[src/rtl/seq_mul_param.sv]
// Sequential shift-and-add multiplier with configurable width/radix, signed mode, handshakes
// and stall. Define CONST_TIME_EN to disable early termination (RUN always lasts N cycles).
module seq_mul_param #(
   parameter int unsigned WIDTH     = 8,
   parameter int unsigned RADIX_LOG = 1
) (
   input  logic                 clk,
   input  logic                 rst_n,
   input  logic                 in_valid,
   output logic                 in_ready,
   input  logic [WIDTH-1:0]     a,
   input  logic [WIDTH-1:0]     b,
   input  logic                 signed_mode,
   input  logic                 stall,
   output logic [2*WIDTH-1:0]   o,
   output logic                 out_valid,
   input  logic                 out_ready,
   output logic                 busy
);

   localparam int unsigned N    = WIDTH / RADIX_LOG;
   localparam int unsigned CntW = (N > 1) ? $clog2(N) : 1;
   localparam int unsigned ShW  = $clog2(WIDTH) + 1;

   localparam logic [CntW-1:0]  CntLast = CntW'(N - 1);
   localparam logic [ShW-1:0]   ShStep  = ShW'(RADIX_LOG);
   localparam logic [WIDTH-1:0] OneW    = WIDTH'(1);

   typedef enum logic [1:0] {StIdle, StRun, StDone} state_e;

   state_e               state_q, state_d;
   logic [WIDTH-1:0]     a_mag_q, a_mag_d;
   logic [WIDTH-1:0]     b_mag_q, b_mag_d;
   logic                 neg_q, neg_d;
   logic [2*WIDTH-1:0]   acc_q, acc_d;
   logic [ShW-1:0]       shift_q, shift_d;
   logic [CntW-1:0]      cnt_q, cnt_d;
   logic [2*WIDTH-1:0]   o_q, o_d;

   logic [WIDTH-1:0]     a_abs, b_abs;
   logic [2*WIDTH-1:0]   a_ext, d_ext, acc_next;
   logic                 last;

   // |x| of the most negative value wraps to 2^(W-1), which is the correct unsigned magnitude.
   always_comb begin
      a_abs = (signed_mode && a[WIDTH-1]) ? (~a + OneW) : a;
      b_abs = (signed_mode && b[WIDTH-1]) ? (~b + OneW) : b;
   end

   always_comb begin
      a_ext = '0;
      d_ext = '0;
      a_ext[WIDTH-1:0]     = a_mag_q;
      d_ext[RADIX_LOG-1:0] = b_mag_q[RADIX_LOG-1:0];
      acc_next = acc_q + ((a_ext * d_ext) << shift_q);
   end

`ifdef CONST_TIME_EN
   assign last = (cnt_q == CntLast);
`else
   assign last = (cnt_q == CntLast) || ((b_mag_q >> RADIX_LOG) == '0) || (a_mag_q == '0);
`endif

   always_comb begin
      state_d = state_q;
      a_mag_d = a_mag_q;
      b_mag_d = b_mag_q;
      neg_d   = neg_q;
      acc_d   = acc_q;
      shift_d = shift_q;
      cnt_d   = cnt_q;
      o_d     = o_q;
      if (!stall) begin
         unique case (state_q)
            StIdle: begin
               if (in_valid) begin
                  a_mag_d = a_abs;
                  b_mag_d = b_abs;
                  neg_d   = signed_mode & (a[WIDTH-1] ^ b[WIDTH-1]);
                  acc_d   = '0;
                  shift_d = '0;
                  cnt_d   = '0;
                  state_d = StRun;
               end
            end
            StRun: begin
               acc_d   = acc_next;
               b_mag_d = b_mag_q >> RADIX_LOG;
               shift_d = shift_q + ShStep;
               cnt_d   = cnt_q + 1'b1;
               if (last) begin
                  o_d     = neg_q ? -acc_next : acc_next;
                  state_d = StDone;
               end
            end
            StDone: begin
               if (out_ready) state_d = StIdle;
            end
            default: state_d = StIdle;
         endcase
      end
   end

   always_ff @(posedge clk or negedge rst_n) begin
      if (!rst_n) begin
         state_q <= StIdle;
         a_mag_q <= '0;
         b_mag_q <= '0;
         neg_q   <= 1'b0;
         acc_q   <= '0;
         shift_q <= '0;
         cnt_q   <= '0;
         o_q     <= '0;
      end else begin
         state_q <= state_d;
         a_mag_q <= a_mag_d;
         b_mag_q <= b_mag_d;
         neg_q   <= neg_d;
         acc_q   <= acc_d;
         shift_q <= shift_d;
         cnt_q   <= cnt_d;
         o_q     <= o_d;
      end
   end

   assign in_ready  = (state_q == StIdle) && !stall;
   assign out_valid = (state_q == StDone);
   assign busy      = (state_q != StIdle);
   assign o         = out_valid ? o_q : '0;

endmodule

[config.mk]
export PLATFORM = sky130hd
export DESIGN_NAME = seq_mul_param
export DESIGN_NICKNAME = d
export VERILOG_FILES = /design/src/rtl/seq_mul_param.sv
export SDC_FILE = /design/constraint.sdc
export NUM_CORES = 1
export LEC_CHECK = 0
export BUFFER_PORTS_ARGS = -buffer_cell sky130_fd_sc_hd__buf_4
export CORE_ASPECT_RATIO = 1.25
export CORE_MARGIN = 2
export CORE_UTILIZATION = 41
export DETAILED_ROUTE_END_ITERATION = 7
export PLACE_DENSITY_LB_ADDON = 0.08
export SYNTH_ARGS = -nofsm -noshare
export SYNTH_HDL_FRONTEND = slang
export SYNTH_SLANG_ARGS = --single-unit
[constraint.sdc]
create_clock -name clk -period 4.6 [get_ports clk]
set_clock_uncertainty 0.05 [all_clocks]
set_input_delay 0.23 -clock clk [delete_from_list [all_inputs] [get_ports clk]]
set_output_delay 0.23 -clock clk [all_outputs]
set_load 0.02 [all_outputs]
==> impl_metrics.tcl, run 1 <==
set metrics [dict create \
    seqPwrFrac 0.275 \
    path_class "flop to flop" \
    slowest_stage "dfrtp_1" \
    rr_worst_depth 13 \
    combPwrFrac 0.522 \
    dr_total_vias 3584 \
    worstHoldPathCells 3 \
    proportion_of_synthesized_chip_area_in_sequential_cells 0.344 \
    tns_ns 0 \
    worstSetupStartpointType "flop" \
    synth_seq_cells 58 \
    drive_gt1_frac 0.162 \
    detailroute.wirelength.met3_um 263 \
    worst_ep_required_time_ns 4.77 \
    first_global_vias 3552 \
    top_layer_used "met4" \
    wire_per_inst_um 15.8 \
    drc 0 \
    drtIter0Drc 139 \
    insertedDiodeCount 0 \
    floorplan.initialDensity 0.420 \
    met2_length_um 5320 \
    count_of_synthesis_stage_warnings_from_yosys 0 \
    average_via_count_per_standard_cell 5.48 \
    power_density_mw_per_mm2 719 \
    largest_net_degree_at_the_start_of_global_routing 59 \
    synthCells 487 \
    metal1_wirelength_um 4390 \
    worstPathCellList "nand4bb_1, nor3_1, ha_1, fa_1, a211oi_2, o21ai_2, o2111ai_2, a211oi_1, nor3b_1, nand3_2, o41ai_2, xor2_1, mux2_2" \
    slew-limit-headroom 0.363 \
    timing.final.hold_violations 0 \
    synth_edf_count 0 \
    clockRootBuffer "clkbuf_16" \
    tightest_slew_ns 0.951 \
    synth_ff_type "dfrtp_1" \
    finalWirelength_um 10300 \
    hpwlAfterDp_um 7690 \
    syn-cell-area_mm2 0.00422 \
    global_route.usage.total 0.200 \
    peakVddDrop_uv 252 \
    internal_power_mw 2.01 \
    yosysUniqueCellTypes 66 \
    grt_pass1_wl_um 17400 \
    period_share 0.878 \
    clock.fmax_mhz 248 \
    hold_path_class "input port to flop" \
    clock_insertion_delay_worst_skew_ns 0.33 \
    die_height_um 117 \
    area_growth_syn_to_fin_pct 17.5 \
    sinks_on_clock_net 58 \
    syn-mean-instance-area_um2 8.67 \
    clock_tree.htree_level_count 3 \
    power_switching_share 0.436 \
    fin_nets 564 \
    path_delay_family "compound AO/OA/AOI/OAI gates" \
    timing.max_cap.violations 0 \
    slew_viol_final 0 \
    path_buf_inv 0 \
    design.core.area_mm2 0.0101 \
    total_switching_power_mw 1.56 \
    critPathArrivalTime_ns 4.21 \
    postSynth.asyncResetShare 1.00 \
    rsz0062_at_grt "false" \
    leakagePower_nw 2.28 \
    design.portCount 41 \
    number_of_antenna_violations_at_the_first_check_in_global_routing 0 \
    critical_path.max_fanout 21 \
    die_w_um 94.8 \
    finalSetupViolCount 0 \
    cpPeakStageDelay_ns 0.72 \
    cell_rows 41 \
    most_common_cell_after_layout_fill_and_taps_aside "dfrtp_1" \
    antenna_violating_nets_post_route 0 \
    most-common-layout-cells "dfrtp_1 (57), nor2_1 (50), nand2_1 (48)" \
    final.min_clock_period_ns 4.04 \
    end_kind "flop" \
    drtPass1Iterations 4 \
    die_area_mm2 0.0111 \
    mappedNetlistNets 531 \
    globalRoute.totalOverflow 0 \
    outcome "completed" \
    r2r_slack_ns 0.56 \
    clockPowerShare 0.203 \
    path_depth 13 \
    io_buffer_count 40 \
    clkTransAtPathRegs_ns 0.06 \
    total_power_mw 3.57 \
    tritoncts "done" \
    gp_routability_congestion 0.884 \
    post_cts.repair.setup_buffers 0 \
    clock_buffers_created_by_tritoncts 9 \
    clk_path_buf_depth 2 \
]
## kinds of logic (layout without fill, tap and decap cells)
kind of cell,after synthesis,count (layout),share of synthesized area
buffers and inverters,39,77,0.0370
AO/OA/AOI/OAI,127,127,0.205
adder cells (fa/ha/maj),22,22,0.0670
multiplexers,23,23,0.0572
XOR/XNOR,40,40,0.0830
flip-flops,58,58,0.344
AND/OR/NAND/NOR,178,178,0.207
## power groups by stage
stage	Clock [mW]	Sequential [mW]	Combinational, mW
floorplan	0	0.843	1.54
global placement	0	0.981	1.86
detailed placement	0	0.987	1.88
CTS	0.738	0.979	1.89
global route	0.763	1.02	2.10
finish	0.724	0.979	1.86
## registers in the layout (all words and copies together) (netlist names)
register	count
o_q	16
cnt_q	3
neg_q	1
state_q	2
acc_q	16
shift_q	4
b_mag_q	8
a_mag_q	8
## final cells by class
class                   instances  area [um^2]
clock inverters                 3         43.8
fillers                      1015         5090
flip-flops and latches         58         1450
multi-input cells             390         2620
inverters                      15         56.3
well taps                     129          161
repair buffers                 46          348
clock buffers                  13          280
## path summary, 6_finish.rpt
kind	startpoint	to
min in group asynchronous	rst_n	acc_q[13]
setup reg to reg	shift_q[1]	o_q[15]
hold reg to reg	acc_q[2]	acc_q[2]
setup / recovery	shift_q[1]	o_q[15]
hold / removal	a[7]	a_mag_q[7]
max in group asynchronous	rst_n	shift_q[0]
## cell usage after synthesis, types with 11 or more instances
cell      number  area share
xor2_1        18       0.037
dfrtp_1       58        0.34
xnor2_1       22       0.046
inv_1         15       0.013
mux2i_1       14       0.033
nand2_1       48       0.043
o21ai_0       30       0.036
a22o_1        12       0.025
a21oi_1       32       0.038
and2_1        21       0.031
nand3_1       11       0.013
nor2_1        50       0.044
clkbuf_1      18       0.016
ha_1          21       0.062
## through the flow
step	hold slack, ns	util	setup WS, ns	cells	cell area [um^2]
floorplan	-0.116	-	0.586	487	4220
global placement	0.314	0.460	0.545	637	4630
detailed placement	0.322	0.460	0.464	637	4630
CTS	0.104	0.493	0.447	654	4960
global route	0.120	0.493	0.119	654	4960
finish	0.117	0.493	0.560	654	4960
## metal layers
| metal | track usage | vias to the layer above |
|---|---|---|
| li1 | - | 1804 |
| met1 | 0.236 | 1694 |
| met2 | 0.349 | 63 |
| met3 | 0.0327 | 23 |
| met4 | 0.0924 | 0 |
| met5 | 0 | - |
## worst reg2reg max path, cell delays in order, from the launching register on
cell       delay, ns
dfrtp_1         0.72
nand4bb_1       0.27
nor3_1          0.09
ha_1            0.26
fa_1            0.46
a211oi_2        0.27
o21ai_2         0.14
o2111ai_2       0.22
a211oi_1        0.11
nor3b_1         0.42
nand3_2         0.16
o41ai_2         0.38
xor2_1          0.11
mux2_2          0.27
## timing repair
action	in CTS	in global routing
resized for setup	0	1
endpoints found under the hold margin	58	0
hold buffers	1	0
endpoints found under the setup margin	0	1
Note: power is estimated with default switching activity, not from simulation.
==> run 2, diff against run 1 <==
- CORE_ASPECT_RATIO: 1.25 -> 0.5
- CTS_BUF_LIST: unset -> sky130_fd_sc_hd__clkbuf_4 sky130_fd_sc_hd__clkbuf_8
==> run 2 against run 1 <==
  * Via count down 1.7%
  * Combinational power about the same
  * Largest power group unchanged
  * Wire length down 4.2%
  * Setup slack gained 0.039 ns
  * Total power down 5.7%
  * Global-route usage is 1.2 points lower
  * Die area increased by 0.40%
  * Core utilization shrank 1.1 points
  * Flip-flop and latch count unchanged
  * Non-clock buffer count is 1 higher
==> impl_metrics.tcl, run 2 (synthesized netlist as in run 1, its figures left out) <==
set metrics [dict create \
    outcome "completed" \
    drc 0 \
    fin_util 0.483 \
    clockRootBuffer "clkbuf_8" \
    dr_total_vias 3522 \
    clock.fmax_mhz 250 \
    antenna_violating_nets_post_route 0 \
    r2r_slack_ns 0.60 \
    drtPass1Iterations 4 \
    drtIter0Drc 183 \
    rsz0062_at_grt "false" \
    clock_tree.htree_level_count 3 \
    peakVddDrop_uv 195 \
    grt_pass1_wl_um 16500 \
    first_global_vias 3395 \
    path_class "flop to flop" \
    globalRoute.totalOverflow 0 \
    design.core.area_mm2 0.0101 \
    cpPeakStageDelay_ns 0.54 \
    design.portCount 41 \
    largest_net_degree_at_the_start_of_global_routing 59 \
    slew-limit-headroom 0.380 \
    clock_insertion_delay_worst_skew_ns 0.34 \
    timing.final.hold_violations 0 \
    rr_worst_depth 15 \
    gp_routability_congestion 0.865 \
    cell_rows 26 \
    hold_path_class "input port to flop" \
    drive_gt1_frac 0.163 \
    slew_viol_final 0 \
    wire_per_inst_um 14.8 \
    reg_top3 "acc_q (16), o_q (16)" \
    worst_ep_required_time_ns 4.73 \
    slowest_stage "or4b_1" \
    finalSetupViolCount 0 \
    area_growth_syn_to_fin_pct 15.7 \
    worstSetupStartpointType "flop" \
    finalWirelength_um 9890 \
    tightest_slew_ns 0.926 \
    clkTransAtPathRegs_ns 0.07 \
    reg2reg_from "shift_q[0]" \
    worstPathCellList "mux2i_1, nand2b_1, nand3_1, mux2_2, nor2_1, ha_1, a21oi_1, nand2_1, nor3_1, nor2_1, nor4_2, or4b_1, o31ai_1, xor2_1, a21oi_1" \
    insertedDiodeCount 0 \
    post_cts.repair.setup_buffers 0 \
    worst_hold_path.endpoint "state_q[0]" \
    tns_ns 0 \
    end_kind "flop" \
    total_power_mw 3.36 \
    most_common_cell_after_layout_fill_and_taps_aside "dfrtp_1" \
    worstHoldPathCells 3 \
    hpwlAfterDp_um 7460 \
    period_share 0.870 \
    fin_nets 565 \
    path_buf_inv 0 \
    regToRegEndpoint "o_q[14]" \
    critical_path.max_fanout 15 \
    clock_buffers_created_by_tritoncts 9 \
    die_area_mm2 0.0112 \
    path_delay_family "simple AND/OR/NAND/NOR gates" \
    clk_path_buf_depth 2 \
    average_via_count_per_standard_cell 5.29 \
    floorplan.initialDensity 0.417 \
    most-common-layout-cells "dfrtp_1 (57), nor2_1 (50), nand2_1 (48)" \
    leakagePower_nw 2.24 \
    global_route.usage.total 0.188 \
    io_buffer_count 40 \
    min-delay-start "stall" \
    number_of_antenna_violations_at_the_first_check_in_global_routing 0 \
    final.min_clock_period_ns 4.00 \
    timing.max_cap.violations 0 \
    power_density_mw_per_mm2 689 \
    sinks_on_clock_net 58 \
    tritoncts "done" \
    critPathArrivalTime_ns 4.13 \
    die_height_um 75.8 \
    die_w_um 148 \
]
-- run 2: cell count changes in the layout (fill, tap and decap cells not counted) --
cell and change:
clkinvlp_4 +2, clkbuf_16 -9, bufinv_16 +1, clkbuf_8 +6
buf_4 +1
-- run 2: worst reg2reg max path: stages (launching register included) --
cell and delay (ns):
dfrtp_2 0.52, mux2i_1 0.19, nand2b_1 0.09, nand3_1 0.10, mux2_2 0.31, nor2_1 0.12, ha_1 0.31, a21oi_1 0.22
nand2_1 0.09, nor3_1 0.25, nor2_1 0.13, nor4_2 0.36, or4b_1 0.54, o31ai_1 0.30, xor2_1 0.18, a21oi_1 0.08
-- run 2: power by group --
group | internal, mW | switching (mW) | total (mW)
registers | 0.729 | 0.232 | 0.962
logic | 0.800 | 1.06 | 1.86
clock network | 0.320 | 0.218 | 0.538
total | 1.85 | 1.51 | 3.36
-- run 2: per-layer routing --
metal | track usage | vias to the layer above | share of wire
met1 | 0.249 | 1633 | 0.51
met5 | 0 | - | 0
met2 | 0.318 | 69 | 0.43
met4 | 0.0449 | 0 | 0.011
li1 | - | 1808 | -
met3 | 0.0449 | 12 | 0.050
-- run 2: layout make-up --
class / instances / area [um^2]
timing repair buffer: 47 / 355
clock buffer: 10 / 138
sequential: 58 / 1450
tap: 140 / 175
inverter: 15 / 56.3
clock inverter: 6 / 88.8
fill: 1013 / 5230
multi-input combinational: 390 / 2620
-- run 2: metrics by stage --
step                      setup slack (ns)  hold WS (ns)  instances  instance area (um^2)
after floorplan                      0.586        -0.116        487                  4220
after global routing                 0.179        0.0993        666                  4880
after detailed placement             0.453         0.312        649                  4650
final                                0.599        0.0880        666                  4880
after global placement               0.472         0.307        649                  4650
after CTS                            0.432        0.0735        666                  4880
-- run 2: how the worst max path moves through the flow --
stage / start / to / slack, ns / depth (start not counted)
after global placement: shift_q[0] / o_q[14] / 0.47 / 15
after global routing: shift_q[0] / o_q[14] / 0.18 / 15
after floorplan: shift_q[0] / o_q[15] / 0.59 / 18
after CTS: shift_q[0] / o_q[14] / 0.43 / 15
final: shift_q[0] / o_q[14] / 0.60 / 15
after detailed placement: shift_q[0] / o_q[14] / 0.45 / 15
-- run 2: what timing repair did --
action / 4_1_cts / 5_1_grt
setup endpoints to repair: 0 / 1
hold endpoints to repair: 58 / 0
hold buffers: 1 / 0
resized for setup: 0 / 1
==> run 3, diff against run 2 <==
- BUFFER_PORTS_ARGS: -buffer_cell sky130_fd_sc_hd__buf_4 -> -buffer_cell sky130_fd_sc_hd__buf_2
==> run 3 against run 2 <==
  * The flow now finishes with violations (negative hold slack)
  * Non-clock buffer count up 1
  * Core utilization down 1.0 points
  * Clock-buffer cell count up 1
  * Clock power down 1%
  * Sequential share of layout area up 0.60 points
  * First-iteration DRC count up 10%
  * Die area unchanged
  * Sequential power about the same
  * Maximum frequency down 4.3%
  * Combinational power about the same
  * Flip-flop and latch count unchanged
  * Global-route usage up 0.35 points
  * Critical endpoint is now o_q[15]
  * Largest power group unchanged
==> impl_metrics.tcl, run 3 (synthesized netlist as in run 1, its figures left out) <==
set metrics [dict create \
    clock.fmax_mhz 239 \
    reg_top3 "acc_q (16), o_q (16)" \
    final.min_clock_period_ns 4.18 \
    design.portCount 41 \
    most-common-layout-cells "dfrtp_1 (58), nor2_1 (50), nand2_1 (48)" \
    sinks_on_clock_net 58 \
    layout_setup_ws_ns 0.419 \
    internal_power_mw 1.86 \
    timing.final.hold_violations 34 \
    combPwrFrac 0.555 \
    drtPass1Iterations 4 \
    worst_ep_required_time_ns 4.79 \
    gp_routability_congestion 0.835 \
    dpl_worst_slack_ns 0.465 \
    fin_nets 566 \
    seqPwrFrac 0.286 \
    r2r_slack_ns 0.42 \
    clk_path_buf_depth 2 \
    path_class "flop to flop" \
    total_switching_power_mw 1.51 \
    tritoncts "done" \
    finalSetupViolCount 0 \
    end_kind "flop" \
    total_power_mw 3.36 \
    hold_buf_count_cts 0 \
    slew_viol_final 0 \
    insertedDiodeCount 0 \
    design.core.area_mm2 0.0101 \
    hpwlAfterDp_um 7490 \
    drive_gt1_frac 0.163 \
    worstSetupStartpointType "flop" \
    io_buffer_count 40 \
    tns_ns 0 \
    wire_per_inst_um 14.9 \
    antenna_violating_nets_post_route 0 \
    globalRoute.totalOverflow 0 \
    regToRegEndpoint "o_q[15]" \
    reg2reg_from "shift_q[0]" \
    cts_repair_resize_count 0 \
    critical_path.max_fanout 15 \
    drc 0 \
    clockPowerShare 0.158 \
    area_growth_syn_to_fin_pct 13.3 \
    die_area_mm2 0.0112 \
    leakagePower_nw 2.22 \
    floorplan.initialDensity 0.417 \
    average_via_count_per_standard_cell 5.23 \
    timing.max_cap.violations 0 \
    hold_path_class "input port to asynchronous set/reset pin" \
    grt_pass1_wl_um 16600 \
    worst_setup_path_startpoint "shift_q[0]" \
    critPathArrivalTime_ns 4.37 \
    number_of_antenna_violations_at_the_first_check_in_global_routing 0 \
    first_global_vias 3311 \
    post_cts.repair.setup_buffers 0 \
    tightest_slew_ns 0.930 \
    hold_slack_ns -0.0278 \
    clock_buffers_created_by_tritoncts 9 \
    largest_net_degree_at_the_start_of_global_routing 59 \
    die_w_um 148 \
    clkTransAtPathRegs_ns 0.07 \
    global_route.usage.total 0.191 \
    most_common_cell_after_layout_fill_and_taps_aside "dfrtp_1" \
    outcome "finished with violations" \
    clockRootBuffer "clkbuf_8" \
    rsz0062_at_grt "false" \
    slew-limit-headroom 0.379 \
    period_share 0.909 \
    finalWirelength_um 9910 \
    dr_total_vias 3481 \
    power_switching_share 0.448 \
    peakVddDrop_uv 171 \
    die_height_um 75.8 \
    power_density_mw_per_mm2 703 \
    failed_checks "negative hold slack" \
    clock_tree.htree_level_count 3 \
    drtIter0Drc 202 \
    cell_rows 26 \
    rr_worst_depth 14 \
    clock_insertion_delay_worst_skew_ns 0.35 \
    setup.worst_path.end "o_q[15]" \
]
-- run 3: cell types whose count changed in the layout (fill, tap and decap cells not counted) --
| cell | change |
|---|---|
| buf_2 | +40 |
| buf_4 | -38 |
| clkbuf_4 | +1 |
| clkinv_2 | -1 |
| clkinv_4 | +1 |
| clkinvlp_4 | -1 |
| dfrtp_1 | +1 |
| dfrtp_2 | -1 |
| dlygate4sd3_1 | -1 |
| inv_6 | -1 |
-- run 3: worst min path at each step --
| stage | startpoint | endpoint | slack [ns] | depth (start not counted) |
|---|---|---|---|---|
| 6_report | rst_n | a_mag_q[1] | -0.03 | 2 |
| 5_1_grt | rst_n | a_mag_q[1] | 0.05 | 2 |
| 4_1_cts | rst_n | a_mag_q[1] | 0.009 | 2 |
| 2_1_floorplan | rst_n | a_mag_q[0] | -0.12 | 0 |
| 3_3_place_gp | rst_n | a_mag_q[1] | 0.39 | 2 |
| 3_5_place_dp | rst_n | a_mag_q[1] | 0.39 | 2 |
-- run 3: final cells by class --
cell class / instances / area [um^2]
clock inverters: 4 / 76.3
well taps: 140 / 175
fillers: 1030 / 5330
multi-input cells: 390 / 2620
flip-flops and latches: 58 / 1450
inverters: 15 / 56.3
repair buffers: 48 / 260
clock buffers: 11 / 145
-- run 3: metal layers --
layer | share of wire | GRT usage | wire length, um | up-vias
met5 | 0 | 0 | 0 | -
met3 | 0.041 | 0.0539 | 403 | 21
met1 | 0.52 | 0.256 | 5120 | 1599
met4 | 0.019 | 0.0641 | 191 | 0
met2 | 0.42 | 0.305 | 4190 | 56
li1 | - | - | - | 1805
-- run 3: worst max-delay path, cell delays in order, from the launching register on --
cell and delay, ns:
dfrtp_1 0.66, mux2_2 0.41, o211ai_1 0.26, nor2_1 0.07
a31oi_1 0.21, nor2_1 0.07, ha_1 0.40, a21oi_1 0.20
o21ai_0 0.16, o41ai_1 0.33, xor2_1 0.38, nand3_2 0.15
o41ai_2 0.36, xor2_1 0.10, mux2_2 0.27
-- run 3: power by group through the flow --
| stage | clock, mW | combinational (mW) | sequential (mW) |
|---|---|---|---|
| finish | 0.532 | 1.87 | 0.964 |
| global route | 0.571 | 2.11 | 1.01 |
| CTS | 0.547 | 1.88 | 0.965 |
| detailed placement | 0 | 1.88 | 0.974 |
| global placement | 0 | 1.87 | 0.972 |
| floorplan | 0 | 1.54 | 0.843 |
-- run 3: per-stage QoR --
stage | utilization | instance area (um^2) | std cells | hold WS, ns
final | 0.473 | 4780 | 666 | -0.0278
after CTS | 0.473 | 4780 | 666 | 0.00916
after global placement | 0.451 | 4560 | 651 | 0.386
after detailed placement | 0.451 | 4560 | 651 | 0.389
after floorplan | - | 4220 | 487 | -0.116
after global routing | 0.473 | 4780 | 666 | 0.0510
